### config.mk
export PLATFORM = sky130hd
export DESIGN_NAME = alu_fifo_sequencer
export DESIGN_NICKNAME = d
export VERILOG_FILES = /design/src/rtl/alu_fifo_sequencer.sv
export SDC_FILE = /design/constraint.sdc
export NUM_CORES = 1
export LEC_CHECK = 0
export ABC_CLOCK_PERIOD_IN_PS = 2650
export BUFFER_PORTS_ARGS = -buffer_cell sky130_fd_sc_hd__buf_2
export CAP_MARGIN = 20
export CORE_MARGIN = 5
export CORE_UTILIZATION = 53
export CTS_CLUSTER_SIZE = 12
export DETAILED_ROUTE_END_ITERATION = 16
export PLACE_DENSITY_LB_ADDON = 0.15
export SLEW_MARGIN = 20
export SYNTH_ARGS = -nofsm -noshare
export SYNTH_HDL_FRONTEND = slang
export SYNTH_SLANG_ARGS = --single-unit
### constraint.sdc
create_clock -name clk -period 2.65 [get_ports clk]
set_input_delay 0.53 -clock clk [delete_from_list [all_inputs] [get_ports clk]]
set_output_delay 0.53 -clock clk [all_outputs]
set_load 0.02 [all_outputs]
### src/rtl/alu_fifo_sequencer.sv
// Sequences one ALU operation per command: pop one or two operands from the
// shared FIFO, issue to the ALU, wait its latency, push the result back.
module alu_fifo_sequencer #(
  parameter int W       = 4,
  parameter int OPW     = 3,
  parameter int ALU_LAT = 1
) (
  input  logic           clk,
  input  logic           rstSync,
  input  logic           start,
  input  logic [OPW-1:0] opcode,
  input  logic           fifo_empty,
  input  logic           fifo_full,
  input  logic [W-1:0]   fifo_rdata,
  output logic           fifo_pop,
  output logic           fifo_push,
  output logic [W-1:0]   fifo_wdata,
  output logic [W-1:0]   alu_a,
  output logic [W-1:0]   alu_b,
  output logic [OPW-1:0] alu_op,
  output logic           alu_go,
  input  logic [W-1:0]   alu_result,
  output logic           busy,
  output logic           done,
  output logic           err,
  output logic [1:0]     err_code
);

  typedef enum logic [2:0] {
    S_IDLE, S_POP_A, S_POP_B, S_EXEC, S_WAIT, S_PUSH, S_DONE, S_ERR
  } state_t;

  // Opcodes at or above this value take a single operand.
  localparam logic [OPW-1:0] UNARY_MIN = OPW'(5);
  localparam logic [2:0]     LAT_CNT   = 3'(ALU_LAT);

  state_t           state_q, state_d;
  logic [W-1:0]     a_q, a_d, b_q, b_d, result_q, result_d;
  logic [OPW-1:0]   op_q, op_d;
  logic [1:0]       err_code_q, err_code_d;
  logic [2:0]       cnt_q, cnt_d;

  always_ff @(posedge clk) begin
    if (!rstSync) begin
      state_q    <= S_IDLE;
      a_q        <= '0;
      b_q        <= '0;
      op_q       <= '0;
      result_q   <= '0;
      err_code_q <= '0;
      cnt_q      <= '0;
    end else begin
      state_q    <= state_d;
      a_q        <= a_d;
      b_q        <= b_d;
      op_q       <= op_d;
      result_q   <= result_d;
      err_code_q <= err_code_d;
      cnt_q      <= cnt_d;
    end
  end

  always_comb begin
    state_d    = state_q;
    a_d        = a_q;
    b_d        = b_q;
    op_d       = op_q;
    result_d   = result_q;
    err_code_d = err_code_q;
    cnt_d      = cnt_q;
    fifo_pop   = 1'b0;
    fifo_push  = 1'b0;
    case (state_q)
      S_IDLE: if (start) begin
        op_d       = opcode;
        err_code_d = 2'b00;
        state_d    = S_POP_A;
      end
      S_POP_A: if (fifo_empty) begin
        err_code_d = 2'b01;
        state_d    = S_ERR;
      end else begin
        fifo_pop = 1'b1;
        a_d      = fifo_rdata;
        if (op_q >= UNARY_MIN) begin
          b_d     = '0;
          state_d = S_EXEC;
        end else begin
          state_d = S_POP_B;
        end
      end
      // A is already consumed if B underflows; it is not restored.
      S_POP_B: if (fifo_empty) begin
        err_code_d = 2'b10;
        state_d    = S_ERR;
      end else begin
        fifo_pop = 1'b1;
        b_d      = fifo_rdata;
        state_d  = S_EXEC;
      end
      S_EXEC: begin
        cnt_d = LAT_CNT;
        if (ALU_LAT == 0) begin
          result_d = alu_result;
          state_d  = S_PUSH;
        end else begin
          state_d = S_WAIT;
        end
      end
      S_WAIT: begin
        cnt_d = cnt_q - 3'd1;
        if (cnt_q == 3'd1) begin
          result_d = alu_result;
          state_d  = S_PUSH;
        end
      end
      S_PUSH: if (fifo_full) begin
        err_code_d = 2'b11;
        state_d    = S_ERR;
      end else begin
        fifo_push = 1'b1;
        state_d   = S_DONE;
      end
      S_DONE:  state_d = S_IDLE;
      S_ERR:   state_d = S_IDLE;
      default: state_d = S_IDLE;
    endcase
  end

  assign fifo_wdata = result_q;
  assign alu_a      = a_q;
  assign alu_b      = b_q;
  assign alu_op     = op_q;
  assign alu_go     = (state_q == S_EXEC);
  assign busy       = (state_q != S_IDLE);
  assign done       = (state_q == S_DONE);
  assign err        = (state_q == S_ERR);
  assign err_code   = err_code_q;

endmodule

==> reports/metrics.yaml <==
status:
  status: "finished clean"
synthesis:
  yosysWarningCount: 0
  ys_ff_latch: 23
  ys_top_cells_by_area: "dfxtp_1 39%, mux2i_1 6.9%, a21oi_1 5.2%"
  synth_fp_nets: 149
  avgSynthCellArea_um2: 8.902
  synth_top_area_share_pct: 39.48
  syn_inst: 131
  post-synth-top-area-cell: "dfxtp_1"
  syn_area_mm2: 0.001166
  synth.distinct_cells: 38
  ys_seq_area_share_pct: 39.48
cts:
  clockRootBuffer: "clkbuf_4"
  cts_tree: "built"
  cts_sinks: 23
  hold_buffers: 0
  cts_buffers: 3
  post_cts_resized: 0
  clk_pin_slew_ns: 0.13
  post_cts_buffers: 0
  clock_path_buffers: 2
  cts_max_level: 1
  clk_latency_ns: 0.31
timing:
  max_freq_mhz: 428.7
  fin_tns_setup_ns: 0
  final.setup_skew_ns: 0.003071
  hold_viol: 0
  slew_violations: 0
  setup_viol: 0
  max_slew_margin_pct: 59.21
  rsz0062_at_grt: "no"
  worst_pin_slew_ns: 0.6054
  whs_ns: 0.4441
  finalCritPeriodShare_pct: 88.02
  fin_crit_ns: 2.332
global_routing:
  grt_max_degree: 21
  grt_overflow_total: 0
  track_usage_pct: 16.27
  grt_pass1_wl_um: 4305
  grt_pass1_vias: 1042
  grt_antenna_before_repair: 0
setup_path:
  cp_data_arrival_time_ns: 1.80
  end_kind: "output port"
  rrSetupSlack_ns: 1.07
  path_cells: "buf_4 > or4b_1 > nand2_1 > buf_2"
  worst-path-buf-inv: 2
  cp-start-kind: "flop"
  r2r_cells: 4
  cp_top_family: "simple AND/OR/NAND/NOR gates"
  crit_fanout: 12
  r2r_end: "alu_b[2]$_SDFFE_PN0P_"
  reg2reg_from: "state_q[0]$_SDFFE_PN0P_"
  crit_start: "state_q[0]$_SDFFE_PN0P_"
  cp.required_ns: 2.12
  critPathKind: "reg2out"
  critPathMaxStageDelay_ns: 0.61
  cp_slowest_cell: "or4b_1"
place:
  place.gp.congestion: 0.7223
  port_buffers: 38
  hpwlAfterDp_um: 1940
die:
  chipHeight_um: 56.91
  start_util_pct: 54.28
  ios: 39
  die_x_um: 56.91
  core_mm2: 0.002148
  die-area_mm2: 0.003238
  std_cell_rows: 17
layout:
  syn2layout_area_growth_pct: 17.60
  nets: 184
  postLayoutCoreUtil_pct: 63.83
  diodes: 0
  drive_gt1_share_pct: 30.30
detailed_routing:
  drt-total-wl_um: 2551
  vias_per_cell: 5.404
  drtAntennaViolNets: 0
  drt-initial-drc-count: 8
  wl_per_cell_um: 13.22
  first_pass_iters: 4
  route.detailed.drc: 0
  vias: 1043
worst_hold_path:
  min_to: "alu_op[0]$_SDFFE_PN0P_"
  hold_class: "in2reg"
  whs_path_depth: 3
  holdCritStartpoint: "opcode[0]"
pwr:
  p_total_mw: 0.9598
  ir_worst_vdd_uv: 463.8
  power_leakage_nw: 0.6357
  p_per_area_mw_per_mm2: 699.9
run:
  drv_cap: 0
final cells by class:
| class | count | area, um^2 |
|---|---|---|
| clock buffers | 3 | 22.52 |
| clock inverters | 1 | 5.005 |
| fillers | 208 | 777.0 |
| inverters | 5 | 18.77 |
| multi-input cells | 92 | 616.8 |
| flip-flops and latches | 23 | 460.4 |
| well taps | 28 | 35.03 |
| repair buffers | 41 | 212.7 |
synthesized netlist by cell type, drive strengths merged:
cell and number:
nand2 11, nand4bb 1, mux2i 8, nor2b 1
nor3 3, ha 2, a21o 2, o311a 1
o211ai 4, dfxtp 23, nand3b 1, or4b 2
nor3b 1, a22o 1, inv 5, and4bb 1
o21a 1, nand3 5, or3 2, and2b 1
nor4b 2, buf 7, a31oi 2, a31o 1
o21ai 7, nand2b 4, a311oi 1, a21oi 12
nor2 11, o211a 1, a2111oi 1, a221oi 1
a2111o 1, clkbuf 4
placed cells by master (no fill, tap or decap), types with 2 or more instances in the layout:
cell | netlist | layout
buf_2 | 2 | 38
dfxtp_1 | 23 | 23
a21oi_1 | 12 | 12
nand2_1 | 11 | 11
nor2_1 | 11 | 11
mux2i_1 | 8 | 8
o21ai_0 | 7 | 7
inv_1 | 5 | 5
nand3_1 | 5 | 5
nand2b_1 | 4 | 4
o211ai_1 | 4 | 4
nor3_1 | 3 | 3
clkbuf_4 | 0 | 3
buf_4 | 3 | 3
or3_1 | 2 | 2
a21o_1 | 2 | 2
a31oi_1 | 2 | 2
ha_1 | 2 | 2
worst reg2reg max path, stage by stage, from the launching register on:
cell,delay (ns)
dfxtp_1,0.40
buf_4,0.21
or4b_1,0.62
o211ai_1,0.14
a21oi_1,0.08
where the power goes:
part           total (mW)  internal, mW  switching (mW)
Sequential          0.429         0.388          0.0407
Combinational       0.367         0.154           0.213
Clock               0.164        0.0565           0.107
Total               0.960         0.598           0.361
kinds of logic after synthesis:
group	Yosys count	synth area share, %
buffers and inverters	16	7.618
and+or+nand+nor	46	23.60
DFF	23	39.48
AOI/OAI and AO/OA	36	20.28
adders and majority gates	2	2.146
muxes	8	6.867
through the flow:
step / cell area [um^2] / std cells / setup slack [ns]
6_report: 1371 / 193 / 0.3176
5_1_grt: 1371 / 193 / 0.2455
4_1_cts: 1371 / 193 / 0.3113
3_5_place_dp: 1344 / 189 / 0.6043
3_3_place_gp: 1344 / 189 / 0.6184
2_1_floorplan: 1166 / 131 / 0.6990
metal layers:
layer | GRT usage, % | part of all wire [%] | up-vias
li1 | - | - | 536
met1 | 19.86 | 45 | 482
met2 | 28.22 | 50 | 21
met3 | 2.759 | 4.4 | 4
met4 | 6.291 | 1.2 | 0
met5 | 0 | 0 | -
worst max-delay path by stage:
stage,cells past startpoint,endpoint,slack [ns]
after global placement,4,fifo_pop,0.62
final,4,fifo_pop,0.32
after detailed placement,4,fifo_pop,0.60
after CTS,4,fifo_pop,0.31
after floorplan,4,fifo_pop,0.70
after global routing,4,fifo_pop,0.25
registers in the layout, indices dropped and copies added (netlist names):
name / flops
alu_a: 4
alu_b: 4
fifo_wdata: 4
alu_op: 3
cnt_q: 3
state_q: 3
err_code: 2
No activity file was read; power rests on OpenSTA's default activity.
